### config.mk
export PLATFORM = sky130hd
export DESIGN_NAME = seq_scan_ctrl
export DESIGN_NICKNAME = d
export VERILOG_FILES = /design/src/rtl/seq_scan_pkg.sv /design/src/rtl/seq_window_match.sv /design/src/rtl/seq_scan_ctrl.sv
export SDC_FILE = /design/constraint.sdc
export NUM_CORES = 1
export LEC_CHECK = 0
export ABC_AREA = 0
export CAP_MARGIN = 20
export CORE_UTILIZATION = 52
export CTS_CLUSTER_DIAMETER = 60
export DETAILED_ROUTE_END_ITERATION = 7
export GPL_TIMING_DRIVEN = 1
export HOLD_SLACK_MARGIN = 0.02
export PLACE_DENSITY = 0.82
export SLEW_MARGIN = 5
export SYNTH_ARGS = -nofsm -noshare
export SYNTH_HDL_FRONTEND = slang
export SYNTH_SLANG_ARGS = --single-unit
### constraint.sdc
create_clock -name clk -period 2.24 [get_ports clk]
set_input_delay 0.672 -clock clk [delete_from_list [all_inputs] [get_ports clk]]
set_output_delay 0.672 -clock clk [all_outputs]
set_load 0.05 [all_outputs]
### src/rtl/seq_scan_pkg.sv
// Shared types and defaults for the serial sequence-scan controller.
package seq_scan_pkg;

  typedef enum logic [1:0] {
    IDLE  = 2'd0,
    SHIFT = 2'd1,
    DONE  = 2'd2
  } state_t;

  localparam int DEF_DATA_W = 8;
  localparam int DEF_PAT_W  = 3;

  // Width that can hold every value from 0 to data_w.
  function automatic int count_width(input int data_w);
    return $clog2(data_w + 1);
  endfunction

endpackage

### src/rtl/seq_window_match.sv
// Bit-history window and comparator for overlapping pattern detection.
// hit is combinational and qualified by bit_en; history and fill persist until rst or clr.
module seq_window_match import seq_scan_pkg::*; #(
  parameter int PAT_W = DEF_PAT_W
) (
  input  logic             clk,
  input  logic             rst,
  input  logic             scan_bit,
  input  logic             bit_en,
  input  logic [PAT_W-1:0] pattern,
  input  logic             clr,
  output logic             hit,
  output logic [PAT_W-2:0] history
);

  localparam int FILL_W = $clog2(PAT_W + 1);

  logic [FILL_W-1:0] fill;
  logic [PAT_W-1:0]  window_next;

  // NOTE: every always_comb output gets a value on every path, so no latch is inferred.
  always_comb begin
    window_next = {history, scan_bit};
    hit         = bit_en && ((int'(fill) + 1) >= PAT_W) && (window_next == pattern);
  end

  // Only PAT_W-1 old bits are kept; the newest bit completes the window.
  always_ff @(posedge clk) begin
    if (rst || clr) begin
      history <= '0;
      fill    <= '0;
    end else if (bit_en) begin
      history <= window_next[PAT_W-2:0];
      if (int'(fill) < PAT_W) begin
        fill <= fill + FILL_W'(1);
      end
    end
  end

endmodule

### src/rtl/seq_scan_ctrl.sv
// Word-to-bit sequencer with overlapping pattern match and per-word match count.
// Optional sticky interrupt on non-zero results when SEQ_SCAN_IRQ_EN is defined.
module seq_scan_ctrl import seq_scan_pkg::*; #(
  parameter  int DATA_W = DEF_DATA_W,
  parameter  int PAT_W  = DEF_PAT_W,
  localparam int CNT_W  = count_width(DATA_W)
) (
  input  logic              clk,
  input  logic              rst,
  input  logic              in_valid,
  input  logic [DATA_W-1:0] in_data,
  output logic              in_ready,
  input  logic [PAT_W-1:0]  cfg_pattern,
  input  logic              flush,
  output logic              ser_bit,
  output logic              ser_valid,
  output logic              match,
  output logic              out_valid,
  output logic [CNT_W-1:0]  out_count,
  input  logic              out_ready
`ifdef SEQ_SCAN_IRQ_EN
  ,
  input  logic              irq_clr,
  output logic              irq
`endif
);

  localparam int BCNT_W = $clog2(DATA_W);

  state_t              state;
  logic [DATA_W-1:0]   word;
  logic [PAT_W-1:0]    pat_q;
  logic [BCNT_W-1:0]   bit_cnt;
  logic [CNT_W-1:0]    count;
  logic [CNT_W-1:0]    count_next;
  logic                hit;
  logic                win_clr;
  logic [PAT_W-2:0]    history_unused;

  assign count_next = count + CNT_W'(hit);
  assign win_clr    = flush && (state == IDLE);

  // The window sees the bit currently on the serial output; ser_valid marks it as live.
  seq_window_match #(
    .PAT_W (PAT_W)
  ) u_match (
    .clk      (clk),
    .rst      (rst),
    .scan_bit (ser_bit),
    .bit_en   (ser_valid),
    .pattern  (pat_q),
    .clr      (win_clr),
    .hit      (hit),
    .history  (history_unused)
  );

  // NOTE: sequential state uses non-blocking assignments so every register samples pre-edge values.
  always_ff @(posedge clk) begin
    if (rst) begin
      state     <= IDLE;
      in_ready  <= 1'b1;
      ser_bit   <= 1'b0;
      ser_valid <= 1'b0;
      match     <= 1'b0;
      out_valid <= 1'b0;
      out_count <= '0;
      word      <= '0;
      pat_q     <= '0;
      bit_cnt   <= '0;
      count     <= '0;
    end else begin
      match <= hit;
      case (state)
        IDLE: begin
          if (in_valid && in_ready) begin
            // The MSB goes straight to ser_bit; word keeps the remaining bits left-aligned.
            ser_bit   <= in_data[DATA_W-1];
            ser_valid <= 1'b1;
            word      <= {in_data[DATA_W-2:0], 1'b0};
            pat_q     <= cfg_pattern;
            count     <= '0;
            bit_cnt   <= BCNT_W'(DATA_W - 1);
            in_ready  <= 1'b0;
            state     <= SHIFT;
          end
        end
        SHIFT: begin
          count <= count_next;
          if (bit_cnt == '0) begin
            ser_bit   <= 1'b0;
            ser_valid <= 1'b0;
            out_valid <= 1'b1;
            out_count <= count_next;
            state     <= DONE;
          end else begin
            ser_bit <= word[DATA_W-1];
            word    <= {word[DATA_W-2:0], 1'b0};
            bit_cnt <= bit_cnt - BCNT_W'(1);
          end
        end
        DONE: begin
          if (out_ready) begin
            out_valid <= 1'b0;
            in_ready  <= 1'b1;
            state     <= IDLE;
          end
        end
        default: begin
          state <= IDLE;
        end
      endcase
    end
  end

`ifdef SEQ_SCAN_IRQ_EN
  // A completed non-zero result beats a simultaneous clear.
  always_ff @(posedge clk) begin
    if (rst) begin
      irq <= 1'b0;
    end else if (out_valid && out_ready && (out_count != '0)) begin
      irq <= 1'b1;
    end else if (irq_clr) begin
      irq <= 1'b0;
    end
  end
`endif

endmodule

==> results of run 1 <==
cell families after synthesis:
kind of cell / share of synthesized area [%]
AOI/OAI and AO/OA: 19.6
xor gates and xnor gates: 3.50
adders and majority gates: 5.83
buffers and inverters: 5.67
DFF: 42.7
muxes: 5.33
and+or+nand+nor: 17.4
stage by stage:
| stage | cells | instance area, µm² | setup WS [ns] | hold WS [ns] | utilization (%) |
|---|---|---|---|---|---|
| final | 217 | 1800 | 0.0749 | 0.478 | 65.8 |
| after global routing | 217 | 1800 | 0.0258 | 0.512 | 65.8 |
| after CTS | 217 | 1800 | 0.0626 | 0.477 | 65.8 |
| after floorplan | 160 | 1500 | 0.236 | 0.441 | - |
| after detailed placement | 209 | 1740 | 0.186 | 0.464 | 63.7 |
| after global placement | 209 | 1740 | 0.306 | 0.447 | 63.7 |
Yosys cell counts, drive strengths merged:
| cell type | n |
|---|---|
| dfxtp | 32 |
| a211oi | 16 |
| a21oi | 14 |
| nand2 | 12 |
| nor2 | 11 |
| mux2i | 8 |
| buf | 7 |
| ha | 7 |
| o21ai | 6 |
| inv | 5 |
| nand3 | 5 |
| a31oi | 4 |
| xor2 | 4 |
| clkbuf | 3 |
| nand2b | 3 |
| nor2b | 3 |
| o21a | 3 |
| and4bb | 2 |
| nor3b | 2 |
| nor4 | 2 |
| xnor2 | 2 |
| a21o | 1 |
| and2b | 1 |
| nand3b | 1 |
| nand4bb | 1 |
| nor3 | 1 |
| o211ai | 1 |
| o21bai | 1 |
| or3 | 1 |
| or4 | 1 |
cell type report:
class / count / area (µm²) / area share [%]
Tap cell: 31 / 38.8 / 2.16
Multi-Input combinational cell: 113 / 776 / 43.1
Clock buffer: 8 / 58.8 / 3.27
Sequential cell: 32 / 641 / 35.6
Timing Repair Buffer: 28 / 265 / 14.8
Inverter: 5 / 18.8 / 1.04
registers in the layout, summed over array words and instances (netlist names):
register	flops
pat_q	3
ser_valid	1
out_valid	1
match	1
out_count	4
state	2
word	7
ser_bit	1
u_match.history	2
u_match.fill	2
bit_cnt	3
in_ready	1
count	4
power groups by stage:
stage	Sequential (W)	Combinational (W)	Clock, W
after floorplan	0.000724	0.000233	0
after global placement	0.000678	0.000360	0
after detailed placement	0.000683	0.000376	0
after CTS	0.000670	0.000373	0.000352
after global routing	0.000679	0.000407	0.000377
final	0.000670	0.000371	0.000345
how the worst max path moves through the flow:
| stage | start | endpoint | slack (ns) | cells past startpoint |
|---|---|---|---|---|
| 2_1_floorplan | ser_valid | count[3] | 0.24 | 6 |
| 3_3_place_gp | in_valid | ser_bit | 0.31 | 4 |
| 3_5_place_dp | in_valid | word[4] | 0.19 | 4 |
| 4_1_cts | out_valid | out_valid | 0.06 | 1 |
| 5_1_grt | out_count[2] | out_count[2] | 0.03 | 1 |
| 6_report | out_valid | out_valid | 0.07 | 1 |
layer usage:
metal	vias up	track usage, %	wire (µm)
li1	628	-	-
met1	573	24.1	1320
met2	31	37.5	1480
met3	7	7.44	177
met4	0	12.5	76
met5	-	0	0
timing repair:
item | in CTS | in global routing
setup endpoints to repair | 2 | 0
resized for setup | 2 | 0
hold buffers | 0 | 0
==> results.cfg, run 1 <==
[outcome]
status = finished, final reports clean

[worst_setup_path]
crit_path_end_kind = output port
rr_worst_depth = 7
crit_type = flop to output port
slowest_stage = clkdlybuf4s50_1
arrival_ns = 1.49
slowest_delay_ns = 0.81
r2r_start = u_match.fill[0]
path_cells = clkdlybuf4s50_1
critPathMaxFanout = 2
r2r_slack_ns = 0.21
crit_buf_inv = 1
rr_endpoint = out_count[2]
path_delay_family = buffers and inverters
worst_ep_required_time_ns = 1.57
cp-start-kind = flop

[finish]
n_fill_cell = 235
layout-drive-gt1-share_pct = 9.14
diodes = 0
layout_commonest_cell = dfxtp_1
layout.nets = 208
final_cell_mix = dfxtp_1, clkdlybuf4s50_1, a211oi_1
area_delta_synth_final_pct = 19.7

[synth]
synth-seq-area-share_pct = 42.7
yosys.area.top_type = dfxtp_1
ys_types = 34
synth_top_area_share_pct = 42.7
syn_nets = 183
synth.area.top_cells = dfxtp_1, a211oi_1, ha_1, mux2i_1, a21oi_1
synthCells = 160
yosys_warnings = 0
netlist_area_mm2 = 0.00150
avgSynthCellArea_um2 = 9.38
synth-seq-cells = 32

[clock_network]
cts-root-buf = clkbuf_4
path_clk_slew_ns = 0.09
h-tree-depth = 2
cts_tree = done
numCtsBuffers = 5
clock-sinks = 32
cts_buffer_depth = 2
cts_setup_buffers = 0
insertion_delay_ns = 0.34

[die]
die_area_mm2 = 0.00311
num_rows = 19
start_util_pct = 54.9
ios = 25
fp.dieW_um = 55.7
die_height_um = 55.7
coreArea_mm2 = 0.00273

[global_routing]
track_usage_pct = 22.2
antenna_found_initial = 0
grt_pass1_vias = 1223
grt_pass1_wl_um = 5240
overflow = 0
grt_max_degree = 30

[route]
first_iter_violations = 34
dr.pass1.iters = 7
num_vias = 1239
viasPerCell = 5.71
wl_per_cell_um = 14.1
wirelength_um = 3050
drc_errors = 0
ant_nets = 0

[place]
io_buffers = 24
gp_congestion = 0.792
hpwlAfterDp_um = 2150

[power_and_ir_drop]
p_clk_share_pct = 24.9
p_leak_nw = 0.674
pwr-share-seq_pct = 48.3
switchingPower_w = 0.000453
cell_internal_pwr_w = 0.000933
swShare_pct = 32.7
total_power_w = 0.00139
irDropWorstVdd_mv = 0.586
p_per_area_mw_per_mm2 = 771
combinationalPowerShare_pct = 26.7

[timing]
finalSetupTns_ns = 0
fin_skew_ns = 0.00765
hold_viol_final = 0
setup_viol = 0
grt_setup_unrepaired = no
slew_headroom_pct = 66.7
tightest_slew_ns = 0.498
fmax_mhz = 462
slew_violations = 0
period_share_pct = 96.7
fin_crit_ns = 2.17

[hold_path]
holdPathStages = 2
min_from = pat_q[1]
hold_end = pat_q[1]
hold_path.class = flop to flop

[run]
max_cap_viol_count = 0
Note: power is estimated with default switching activity, not from simulation.
==> inputs of run 2 (changes only) <==
--- a/config.mk
+++ b/config.mk
@@ -7,12 +7,13 @@
 export LEC_CHECK = 0
 export ABC_AREA = 0
 export CAP_MARGIN = 20
-export CORE_UTILIZATION = 52
+export CORE_UTILIZATION = 61
 export CTS_CLUSTER_DIAMETER = 60
 export DETAILED_ROUTE_END_ITERATION = 7
+export DONT_BUFFER_PORTS = 1
 export GPL_TIMING_DRIVEN = 1
 export HOLD_SLACK_MARGIN = 0.02
-export PLACE_DENSITY = 0.82
+export PLACE_DENSITY = 0.81
 export SLEW_MARGIN = 5
 export SYNTH_ARGS = -nofsm -noshare
 export SYNTH_HDL_FRONTEND = slang
==> run 2 against run 1 <==
Cell count decreased by 12%. Flip-flop and latch count unchanged. Via count decreased by 7.0%. Clock power increased by 45%. Largest power group unchanged.
==> results.cfg, run 2 (synthesized netlist as in run 1, its figures left out) <==
[outcome]
status = finished, final reports clean

[timing]
period_share_pct = 86.1
setup_viol = 0
fin_crit_ns = 1.93
hold_viol_final = 0
tightest_slew_ns = 0.503
fin_skew_ns = 0.0117
finalSetupTns_ns = 0
layout_setup_ws_ns = 0.310
slew_headroom_pct = 66.4
fin_hold_ws_ns = 0.379
grt_setup_unrepaired = no
slew_violations = 0
fmax_mhz = 518

[clock_network]
cts_hold_buf = 0
numCtsBuffers = 5
cts_resized = 0
cts-root-buf = clkbuf_4
cts_setup_buffers = 0
cts_tree = done
insertion_delay_ns = 0.34
cts_buffer_depth = 2
clock-sinks = 32
h-tree-depth = 2
path_clk_slew_ns = 0.10

[route]
num_vias = 1152
first_iter_violations = 15
ant_nets = 0
viasPerCell = 6.06
wirelength_um = 2940
wl_per_cell_um = 15.5
drc_errors = 0
dr.pass1.iters = 4

[die]
coreArea_mm2 = 0.00228
num_rows = 17
die_area_mm2 = 0.00266
fp.dieW_um = 51.6
die_height_um = 51.6
ios = 25
start_util_pct = 66.0

[worst_setup_path]
r2r_slack_ns = 0.31
r2r_start = u_match.fill[1]
rr_worst_depth = 7
crit_path_end_kind = flop
critPathMaxFanout = 4
rr_endpoint = count[3]
cp-start-kind = flop
crit_type = flop to flop
worst_ep_required_time_ns = 2.52
arrival_ns = 2.21

[finish]
n_fill_cell = 181
largest_reg_flops = 7
layout.nets = 184
area_delta_synth_final_pct = 6.25
regMostFlops = word
final_cell_mix = dfxtp_1, a211oi_1, a21oi_1
reg_top3 = word x7, count x4, out_count x4
layout_commonest_cell = dfxtp_1
layout-drive-gt1-share_pct = 11.1
fin_util_pct = 70.1
fin_area_mm2 = 0.00160
diodes = 0

[hold_path]
holdPathStages = 1
hold_end = pat_q[2]
min_from = rst
hold_path.class = input pin to flop

[place]
dp_slack_ns = 0.359
gp_congestion = 0.736
hpwlAfterDp_um = 2020
io_buffers = 0
postPlaceCellArea_mm2 = 0.00150

[global_routing]
grt_max_degree = 30
overflow = 0
antenna_found_initial = 0
grt_pass1_vias = 1117
grt_pass1_wl_um = 5050
track_usage_pct = 26.1

[power_and_ir_drop]
irDropWorstVdd_mv = 0.658
pwr-share-seq_pct = 46.4
p_per_area_mw_per_mm2 = 934
p_leak_nw = 0.598
cell_internal_pwr_w = 0.00104
switchingPower_w = 0.000451
p_clk_share_pct = 33.5
combinationalPowerShare_pct = 20.1
swShare_pct = 30.3

[run]
max_cap_viol_count = 0
## run 2: worst max path at each step
stage,startpoint,to,slack [ns],cells after the start
finish,u_match.fill[1],count[3],0.31,7
global route,u_match.fill[1],count[3],0.13,7
CTS,u_match.fill[1],count[3],0.32,7
detailed placement,u_match.fill[1],count[3],0.36,7
global placement,u_match.fill[0],count[3],0.47,8
floorplan,ser_valid,count[3],0.24,6
## run 2: cell type report
| cell class | count | area (µm²) | share of cell area [%] |
|---|---|---|---|
| Timing Repair Buffer | 4 | 30.0 | 1.88 |
| Inverter | 5 | 18.8 | 1.18 |
| Sequential cell | 32 | 641 | 40.2 |
| Clock inverter | 1 | 30.0 | 1.88 |
| Tap cell | 28 | 35.0 | 2.20 |
| Clock buffer | 7 | 65.1 | 4.08 |
| Multi-Input combinational cell | 113 | 776 | 48.6 |
## run 2: critical path, stage by stage (launching register included)
cell and delay (ns):
dfxtp_1 0.41, ha_1 0.18, o21ai_0 0.08, nor4_1 0.36, ha_1 0.24, nand3_1 0.13
or3_1 0.34, a31oi_1 0.13
## run 2: power by group through the flow
stage / logic [W] / registers, W / clock network (W)
2_1_floorplan: 0.000233 / 0.000724 / 0
3_3_place_gp: 0.000287 / 0.000699 / 0
3_5_place_dp: 0.000297 / 0.000703 / 0
4_1_cts: 0.000299 / 0.000690 / 0.000508
5_1_grt: 0.000328 / 0.000701 / 0.000528
6_report: 0.000300 / 0.000690 / 0.000500
## run 2: metrics by stage
stage          total power (W)  std cells
2_1_floorplan         0.000956        160
3_3_place_gp          0.000986        182
3_5_place_dp           0.00100        182
4_1_cts                0.00150        190
5_1_grt                0.00156        190
6_report               0.00149        190
## run 2: per-layer routing
metal  track usage (%)  vias to the layer above  routed length [µm]
met5                 0                        -                   0
met4              12.6                        0                  60
met3              6.14                        7                 128
met2              43.1                       35                1470
met1              31.8                      532                1290
li1                  -                      578                   -
